[src/rtl/regfile_wb_arbiter_if.sv]
// Writeback bus between the two WB requesters (ALU = port 0, load = port 1)
// and the arbiter, plus the registered regfile write port and pending-write mask.
interface regfile_wb_arbiter_if #(
  parameter int DW   = 16,
  parameter int AW   = 3,
  parameter int NREG = 8
);
  logic            wr_valid0;
  logic            wr_ready0;
  logic [AW-1:0]   wr_addr0;
  logic [DW-1:0]   wr_data0;
  logic            wr_valid1;
  logic            wr_ready1;
  logic [AW-1:0]   wr_addr1;
  logic [DW-1:0]   wr_data1;
  logic            load;
  logic [AW-1:0]   wsel;
  logic [DW-1:0]   d;
  logic [NREG-1:0] busy;

  modport master (
    output wr_valid0, wr_addr0, wr_data0,
    output wr_valid1, wr_addr1, wr_data1,
    input  wr_ready0, wr_ready1,
    input  load, wsel, d, busy
  );

  modport slave (
    input  wr_valid0, wr_addr0, wr_data0,
    input  wr_valid1, wr_addr1, wr_data1,
    output wr_ready0, wr_ready1,
    output load, wsel, d, busy
  );
endinterface

[src/rtl/regfile_wb_arbiter.sv]
// Shares the regfile write port between ALU and load writeback: one holding buffer per
// port, round-robin between buffers, oldest-first when both target the same register.
module regfile_wb_arbiter #(
  parameter int DW   = 16,
  parameter int AW   = 3,
  parameter int NREG = 8
) (
  input logic                 clk_i,
  input logic                 rst_ni,
  regfile_wb_arbiter_if.slave bus
);

  logic          bufValid0_q, bufValid0_d;
  logic [AW-1:0] bufAddr0_q,  bufAddr0_d;
  logic [DW-1:0] bufData0_q,  bufData0_d;
  logic          bufValid1_q, bufValid1_d;
  logic [AW-1:0] bufAddr1_q,  bufAddr1_d;
  logic [DW-1:0] bufData1_q,  bufData1_d;
  logic          rrPtr_q,     rrPtr_d;
  logic          old0_q,      old0_d;
  logic          load_q,      load_d;
  logic [AW-1:0] wsel_q,      wsel_d;
  logic [DW-1:0] d_q,         d_d;

  logic            gnt0, gnt1;
  logic            ready0, ready1;
  logic            xfer0, xfer1;
  logic            bothValid;
  logic [NREG-1:0] busyVec;

  // Same-register pairs resolve by age so writes to one register never reorder;
  // otherwise the round-robin pointer picks, keeping each port's wait to one grant.
  always_comb begin
    gnt0      = 1'b0;
    gnt1      = 1'b0;
    bothValid = bufValid0_q & bufValid1_q;
    if (bothValid) begin
      if (bufAddr0_q == bufAddr1_q) begin
        gnt0 = old0_q;
      end else begin
        gnt0 = ~rrPtr_q;
      end
      gnt1 = ~gnt0;
    end else begin
      gnt0 = bufValid0_q;
      gnt1 = bufValid1_q;
    end
    ready0 = ~bufValid0_q | gnt0;
    ready1 = ~bufValid1_q | gnt1;
    xfer0  = bus.wr_valid0 & ready0;
    xfer1  = bus.wr_valid1 & ready1;
  end

  always_comb begin
    bufValid0_d = xfer0 | (bufValid0_q & ~gnt0);
    bufAddr0_d  = bufAddr0_q;
    bufData0_d  = bufData0_q;
    bufValid1_d = xfer1 | (bufValid1_q & ~gnt1);
    bufAddr1_d  = bufAddr1_q;
    bufData1_d  = bufData1_q;
    rrPtr_d     = rrPtr_q;
    old0_d      = old0_q;
    load_d      = gnt0 | gnt1;
    wsel_d      = wsel_q;
    d_d         = d_q;

    if (xfer0) begin
      bufAddr0_d = bus.wr_addr0;
      bufData0_d = bus.wr_data0;
    end
    if (xfer1) begin
      bufAddr1_d = bus.wr_addr1;
      bufData1_d = bus.wr_data1;
    end

    if (bothValid) begin
      rrPtr_d = gnt0;
    end

    // An entry that stays put while the other buffer refills becomes the older one.
    if (xfer0 && xfer1) begin
      old0_d = 1'b1;
    end else if (xfer0 && bufValid1_q && !gnt1) begin
      old0_d = 1'b0;
    end else if (xfer1 && bufValid0_q && !gnt0) begin
      old0_d = 1'b1;
    end

    if (gnt0) begin
      wsel_d = bufAddr0_q;
      d_d    = bufData0_q;
    end else if (gnt1) begin
      wsel_d = bufAddr1_q;
      d_d    = bufData1_q;
    end
  end

  always_ff @(posedge clk_i or negedge rst_ni) begin
    if (!rst_ni) begin
      bufValid0_q <= 1'b0;
      bufAddr0_q  <= '0;
      bufData0_q  <= '0;
      bufValid1_q <= 1'b0;
      bufAddr1_q  <= '0;
      bufData1_q  <= '0;
      rrPtr_q     <= 1'b0;
      old0_q      <= 1'b0;
      load_q      <= 1'b0;
      wsel_q      <= '0;
      d_q         <= '0;
    end else begin
      bufValid0_q <= bufValid0_d;
      bufAddr0_q  <= bufAddr0_d;
      bufData0_q  <= bufData0_d;
      bufValid1_q <= bufValid1_d;
      bufAddr1_q  <= bufAddr1_d;
      bufData1_q  <= bufData1_d;
      rrPtr_q     <= rrPtr_d;
      old0_q      <= old0_d;
      load_q      <= load_d;
      wsel_q      <= wsel_d;
      d_q         <= d_d;
    end
  end

  // A register stays busy until the cycle after its value is captured by the regfile.
  always_comb begin
    busyVec = '0;
    if (bufValid0_q) begin
      busyVec[bufAddr0_q] = 1'b1;
    end
    if (bufValid1_q) begin
      busyVec[bufAddr1_q] = 1'b1;
    end
    if (load_q) begin
      busyVec[wsel_q] = 1'b1;
    end
  end

  assign bus.wr_ready0 = ready0;
  assign bus.wr_ready1 = ready1;
  assign bus.load      = load_q;
  assign bus.wsel      = wsel_q;
  assign bus.d         = d_q;
  assign bus.busy      = busyVec;

endmodule

[src/flat_wrapper.sv]
// flat-port wrapper written by rule: the top's interface ports become plain ports
module regfile_wb_arbiter_flat 
#(
  parameter int DW   = 16,
  parameter int AW   = 3,
  parameter int NREG = 8
)
  (clk_i, rst_ni, bus_wr_valid0, bus_wr_addr0, bus_wr_data0, bus_wr_valid1, bus_wr_addr1, bus_wr_data1, bus_wr_ready0, bus_wr_ready1, bus_load, bus_wsel, bus_d, bus_busy);
  regfile_wb_arbiter_if #(.DW(DW), .AW(AW), .NREG(NREG)) bus_i ();
  input logic clk_i;
  input logic rst_ni;
  input wire logic [$bits(bus_i.wr_valid0)-1:0] bus_wr_valid0;
  input wire logic [$bits(bus_i.wr_addr0)-1:0] bus_wr_addr0;
  input wire logic [$bits(bus_i.wr_data0)-1:0] bus_wr_data0;
  input wire logic [$bits(bus_i.wr_valid1)-1:0] bus_wr_valid1;
  input wire logic [$bits(bus_i.wr_addr1)-1:0] bus_wr_addr1;
  input wire logic [$bits(bus_i.wr_data1)-1:0] bus_wr_data1;
  output wire logic [$bits(bus_i.wr_ready0)-1:0] bus_wr_ready0;
  output wire logic [$bits(bus_i.wr_ready1)-1:0] bus_wr_ready1;
  output wire logic [$bits(bus_i.load)-1:0] bus_load;
  output wire logic [$bits(bus_i.wsel)-1:0] bus_wsel;
  output wire logic [$bits(bus_i.d)-1:0] bus_d;
  output wire logic [$bits(bus_i.busy)-1:0] bus_busy;
  assign bus_i.wr_valid0 = bus_wr_valid0;
  assign bus_i.wr_addr0 = bus_wr_addr0;
  assign bus_i.wr_data0 = bus_wr_data0;
  assign bus_i.wr_valid1 = bus_wr_valid1;
  assign bus_i.wr_addr1 = bus_wr_addr1;
  assign bus_i.wr_data1 = bus_wr_data1;
  assign bus_wr_ready0 = bus_i.wr_ready0;
  assign bus_wr_ready1 = bus_i.wr_ready1;
  assign bus_load = bus_i.load;
  assign bus_wsel = bus_i.wsel;
  assign bus_d = bus_i.d;
  assign bus_busy = bus_i.busy;
  regfile_wb_arbiter #(.DW(DW), .AW(AW), .NREG(NREG)) u_core (.clk_i(clk_i), .rst_ni(rst_ni), .bus(bus_i));
endmodule
[config.mk]
export PLATFORM = sky130hd
export DESIGN_NAME = regfile_wb_arbiter_flat
export DESIGN_NICKNAME = d
export VERILOG_FILES = /design/src/rtl/regfile_wb_arbiter_if.sv /design/src/rtl/regfile_wb_arbiter.sv /design/src/flat_wrapper.sv
export SDC_FILE = /design/constraint.sdc
export NUM_CORES = 1
export LEC_CHECK = 0
export ABC_CLOCK_PERIOD_IN_PS = 2310
export CAP_MARGIN = 20
export CORE_MARGIN = 3
export CORE_UTILIZATION = 40
export DETAILED_ROUTE_END_ITERATION = 6
export PLACE_DENSITY_LB_ADDON = 0.1
export SETUP_SLACK_MARGIN = 0.05
export SKIP_CTS_REPAIR_TIMING = 1
export SYNTH_ARGS = -nofsm -noshare
export SYNTH_HDL_FRONTEND = slang
export SYNTH_SLANG_ARGS = --single-unit
export TNS_END_PERCENT = 30
[constraint.sdc]
create_clock -name clk_i -period 2.31 [get_ports clk_i]
set_input_delay 0.5775 -clock clk_i [delete_from_list [all_inputs] [get_ports clk_i]]
set_output_delay 0.5775 -clock clk_i [all_outputs]
set_load 0.01 [all_outputs]
### Word level (Yosys, flattened, before mapping)

Cells that the tools add are included.
W data, S select, Z words.

| cells by class | value |
|---|---|
| bitwise logic cells | 18 |
| $lt $le $gt $ge | 6 |
| reduce and logical (&&, ||, !) cells | 12 |
| equal/unequal tests | 1 |
| mux-type cells | 20 |

Operator list:

| cell | number |
|---|---|
| $mux W16 | 2 |
| $mux W8 | 3 |
| $or A8 B8 Y8 | 2 |
| $lt A3 B4 Y1 const B | 3 |
| $mux W1 | 10 |
| $demux W1 S3 | 3 |
| $ge A3 B1 Y1 const B | 3 |
| $logic_and A1 B1 Y1 | 8 |
| $mux W3 | 2 |
| $not A1 Y1 | 6 |
| $and A1 B1 Y1 | 5 |
| $or A1 B1 Y1 | 5 |
| $eq A3 B3 Y1 | 1 |
| $reduce_bool A3 Y1 | 1 |
| $logic_not A1 Y1 | 2 |
| $reduce_bool A2 Y1 | 1 |

| word-level totals | value |
|---|---|
| flip-flop bits (word level) | 62 |
| input port bits | 42 |
| output and inout bits | 30 |
| word-level logic and storage cells | 68 |

### Longest topological paths before layout

| depth | value |
|---|---|
| depth after elaboration | 12 |
| depth in mapped cells | 6 |
| depth with buffers taken out | 4 |

### Least setup slack after synthesis

Ideal clock, no wire load.

| timing | value |
|---|---|
| path kind | register -> register |
| from | register u_core.bufAddr1_q[1] |
| to | register u_core.bufAddr1_q[2] |
| data arrival time | 2.008 ns |
| path buffers | 2 |
| period minus slack after synthesis | 2.134 ns |
| cell stages (with the launch flop) | 7 |
| slack | 0.176 ns |
| data required time | 2.185 ns |
| setup time | 0.125 ns |
| path through | dfrtp_1 buf_6 xor2_1 o31a_2 o31ai_4 buf_12 mux2_4 |

| on the way | value |
|---|---|
| longest elaborated chain between the ends | 7 |

RTL lines:

| item | RTL line | text |
|---|---|---|
| from (decl) | regfile_wb_arbiter.sv:17 | `logic [AW-1:0] bufAddr1_q, bufAddr1_d;` |
| from (signal assigned) | regfile_wb_arbiter.sv:116 | `bufAddr1_q <= bufAddr1_d;` |
| $eq A3 B3 Y1 | regfile_wb_arbiter.sv:38 | `if (bufAddr0_q == bufAddr1_q) begin` |
| $mux W1 | regfile_wb_arbiter.sv:38 |  |
| $mux W1 | regfile_wb_arbiter.sv:37 | `if (bothValid) begin` |
| $not A1 Y1 | regfile_wb_arbiter.sv:43 | `gnt1 = ~gnt0;` |
| $mux W1 | regfile_wb_arbiter.sv:37 |  |
| $or A1 B1 Y1 | regfile_wb_arbiter.sv:49 | `ready1 = ~bufValid1_q \| gnt1;` |
| $and A1 B1 Y1 | regfile_wb_arbiter.sv:51 | `xfer1 = bus.wr_valid1 & ready1;` |

No other way between the ends. The select of a mux whose other input is x is not followed.
A chain may end at the register's enable or synchronous reset.

### Final worst setup path

| timing | value |
|---|---|
| from | register u_core.bufAddr0_q[1] |
| to | output port bus_busy[0] |

| on the way | value |
|---|---|
| longest elaborated chain between the ends | 9 |
| elaborated cells on any way between the ends | 10 |
| classes of those cells | order compare (2); mux (5); bitwise (2); reduce/logical (1) |

RTL lines:

| item | RTL line | text |
|---|---|---|
| from (decl) | regfile_wb_arbiter.sv:14 | `logic [AW-1:0] bufAddr0_q, bufAddr0_d;` |
| from (signal assigned) | regfile_wb_arbiter.sv:113 | `bufAddr0_q <= bufAddr0_d;` |
| $lt A3 B4 Y1 (implied by the code) / $ge A3 B1 Y1 (equally long branches) | regfile_wb_arbiter.sv:130 | `busyVec[bufAddr0_q] = 1'b1;` |
| $logic_and A1 B1 Y1 (implied by the code) | regfile_wb_arbiter.sv:130 |  |
| $mux W1 (implied by the code) | regfile_wb_arbiter.sv:130 |  |
| $demux W1 S3 (*) | -- |  |
| $mux W8 (*) | regfile_wb_arbiter.sv:129 | `if (bufValid0_q) begin` |
| $or A8 B8 Y8 (no source line) | -- |  |
| $mux W8 (*) | regfile_wb_arbiter.sv:132 | `if (bufValid1_q) begin` |
| $or A8 B8 Y8 (no source line) | -- |  |
| $mux W8 (*) | regfile_wb_arbiter.sv:135 | `if (load_q) begin` |
| to (decl) | flat_wrapper.sv:23 | `output wire logic [$bits(bus_i.busy)-1:0] bus_busy;` |

Every way passes the cells marked *; elsewhere a longest branch is shown, timed or not.

==> qor.yml <==
placement:
  place_inst: 400
  dp_slack_ps: 68.4
  portBuffers: 71
  globalplace.congestion: 0.930
  dp_hpwl_mm: 4.84
synthesis:
  syn_area_per_cell_um2: 14.1
  synth_simple_gate_area_frac: 0.0740
  synth-main-ff-cell: "dfrtp_1"
  syn_inst: 217
  yosys.area_share.xor_xnor: 0.00859
  yosys_register_bits: 62
  synth_top_area_cell: "dfrtp_1"
  synth_area_leaders: "dfrtp_1 (51%), mux2_2 (16%), mux2_4 (14%), o31ai_4 (2.1%), nand2_1 (1.5%)"
  synthAdderAreaFrac: 0
  seq_area_frac_synth: 0.507
  synth_compound_area_frac: 0.0728
  synth_nets: 259
  synth_top_family_by_area: "multiplexers"
  synth_edf_count: 0
  synthMuxAreaShare: 0.299
  yosys_warnings: 0
  synth_top_area_frac: 0.507
  ys_types: 35
  syn_area_mm2: 0.00306
  async_flop_share: 1.00
floorplanning:
  die_x_um: 93.5
  io_pins: 72
  rows: 31
  dieArea_mm2: 0.00874
  fp.dieH_um: 93.5
  core_mm2: 0.00733
  start_util: 0.417
power_and_ir_drop:
  irDropWorstVdd_mv: 0.610
  p_switching_uw: 1880
  pwr-share-seq: 0.330
  internal_power_uw: 3730
  clkPwrFrac: 0.144
  swShare: 0.335
  p_leak_uw: 0.00192
  p_comb_frac: 0.525
  pwr_density_cell_mw_per_mm2: 1320
route:
  antenna_left: 0
  vias: 2068
  post_drt_wl_per_cell_um: 15.8
  drt_pre_antenna_iters: 4
  drc: 0
  wirelength_mm: 6.60
  avgViaCountPerCell: 4.96
  drt-initial-drc-count: 62
sta:
  setup_violations: 1
  slew_headroom: 0.737
  period_minus_slack_ps: 2370
  finClkSkew_ps: 8.55
  drv_slew: 0
  hold_viol: 0
  finalCritPeriodShare: 1.03
  rsz0062_at_grt: "true"
  setup_slack_ps: -64.7
  tightest_slew_ps: 395
  max_freq_mhz: 421
job:
  maxCapViolations: 0
setup_path:
  cp.required_ps: 1730
  criticalPathCategory: "reg2out"
  cp-end-kind: "output pin"
  reg2reg_to: "u_core.bufData0_q[5]"
  r2r_start: "u_core.bufAddr1_q[0]"
  critical_path_arrival_ps: 1800
  reg2regPathDepth: 7
  crit_path_max_fanout: 7
  r2r_slack_ps: 160
  cp-start-kind: "flip-flop"
finish:
  fillers: 600
  areaGrowthSynthToFinish_pct: 38.7
  layout.nets: 355
  layout.cells.non_filler: 417
  drive_above_1_share: 0.406
  antenna_cells: 0
min_path:
  hold_path_class: "in2async"
grt:
  grt_pass1_vias: 2208
  grt_pass1_wl_mm: 11.2
  grt_usage: 0.166
  grt-ovfl-total: 0
  grt_max_degree: 48
  antenna_found_initial: 0
clocking:
  cts.sinks: 62
  numCtsBuffers: 9
  clkTransAtPathRegs_ps: 70
  clockBufferDepth: 2
  clockRootBuffer: "clkbuf_8"
  clock_latency_ps: 320
  cts_tree: "yes"
  cts_max_level: 3
status:
  violations: "negative setup slack"
  outcome: "finished, violations left"
## synth_stat cells, types with 3 or more instances
master / n
xor2_1: 3
o21ai_0: 4
mux2_4: 28
nand3_1: 7
nor2_1: 6
dfrtp_1: 62
clkbuf_1: 3
nand2_1: 12
o311ai_0: 3
o31ai_4: 3
inv_1: 4
nor2b_1: 6
mux2_2: 44
## layout make-up
cell class	instances	area [um2]	share of cell area
clock buffer	12	145	0.0342
clock inverter	4	22.5	0.00531
tap	99	124	0.0292
timing repair buffer	96	946	0.223
multi-input combinational	140	1440	0.339
sequential	62	1550	0.366
inverter	4	15.0	0.00354
## kinds of logic (layout without fill, tap and decap cells)
group | Yosys count | count (layout)
xor+xnor | 3 | 3
mux | 72 | 72
buf+inv | 15 | 116
compound gates | 23 | 23
flops | 62 | 62
simple gates | 42 | 42
## routing by layer
metal / share of wire / up-vias / track usage
met5: 0 / - / 0
met4: 0.017 / 0 / 0.0708
met3: 0.055 / 9 / 0.0418
met2: 0.48 / 55 / 0.261
met1: 0.45 / 1028 / 0.216
li1: - / 976 / -
## placed cells by master (no fill, tap or decap), types with 3 or more instances in the layout
| cell | instances |
|---|---|
| clkinv_2 | 3 |
| xor2_2 | 3 |
| nor2_1 | 3 |
| nor2_2 | 3 |
| dfrtp_1 | 60 |
| buf_12 | 3 |
| dlymetal6s2s_1 | 8 |
| mux2_4 | 28 |
| nand2_1 | 12 |
| nor2b_1 | 5 |
| nand3_1 | 7 |
| o31ai_4 | 3 |
| o21ai_0 | 4 |
| inv_1 | 4 |
| mux2_2 | 44 |
| clkdlybuf4s50_1 | 61 |
| o311ai_1 | 3 |
| clkbuf_8 | 10 |
| buf_4 | 22 |
## sequential cells by signal (all words and copies together) (netlist names)
register,cells
u_core.bufAddr1_q,3
u_core.bufAddr0_q,3
u_core.rrPtr_q,1
u_core.bus.load,1
u_core.old0_q,1
u_core.bufData0_q,16
u_core.bufData1_q,16
u_core.bus.d,16
u_core.bus.wsel,3
u_core.bufValid0_q,1
u_core.bufValid1_q,1
## per-stage QoR
step	setup TNS [ps]	hold slack, ps	util	power (uW)	area (um2)
floorplan	0	282	-	3600	3060
global placement	0	483	0.546	4740	4010
detailed placement	0	489	0.546	4780	4010
CTS	-1480	167	0.569	5620	4170
global route	-174	179	0.579	6000	4240
finish	-64.7	169	0.579	5610	4240
## worst max path at each step
stage                               startpoint                    to
after floorplan           u_core.bufAddr1_q[1]  u_core.bufAddr1_q[2]
after global placement    u_core.bufAddr1_q[1]         bus_wr_ready1
after detailed placement  u_core.bufAddr1_q[2]         bus_wr_ready0
after CTS                 u_core.bufAddr1_q[1]         bus_wr_ready0
after global routing      u_core.bufAddr0_q[0]           bus_busy[0]
final                     u_core.bufAddr0_q[1]           bus_busy[0]
## worst max-delay path: stages, from the launching register on
cell and delay [ps]:
dfrtp_1 420, buf_4 180, o311ai_1 290, clkdlybuf4s50_1 590
## power by group through the flow
| stage | Combinational, uW | Sequential, uW | Clock (uW) |
|---|---|---|---|
| 2_1_floorplan | 1720 | 1880 | 0 |
| 3_3_place_gp | 2890 | 1850 | 0 |
| 3_5_place_dp | 2930 | 1850 | 0 |
| 4_1_cts | 2940 | 1840 | 841 |
| 5_1_grt | 3190 | 1920 | 888 |
| 6_report | 2950 | 1850 | 810 |
Note: power is estimated with default switching activity, not from simulation.
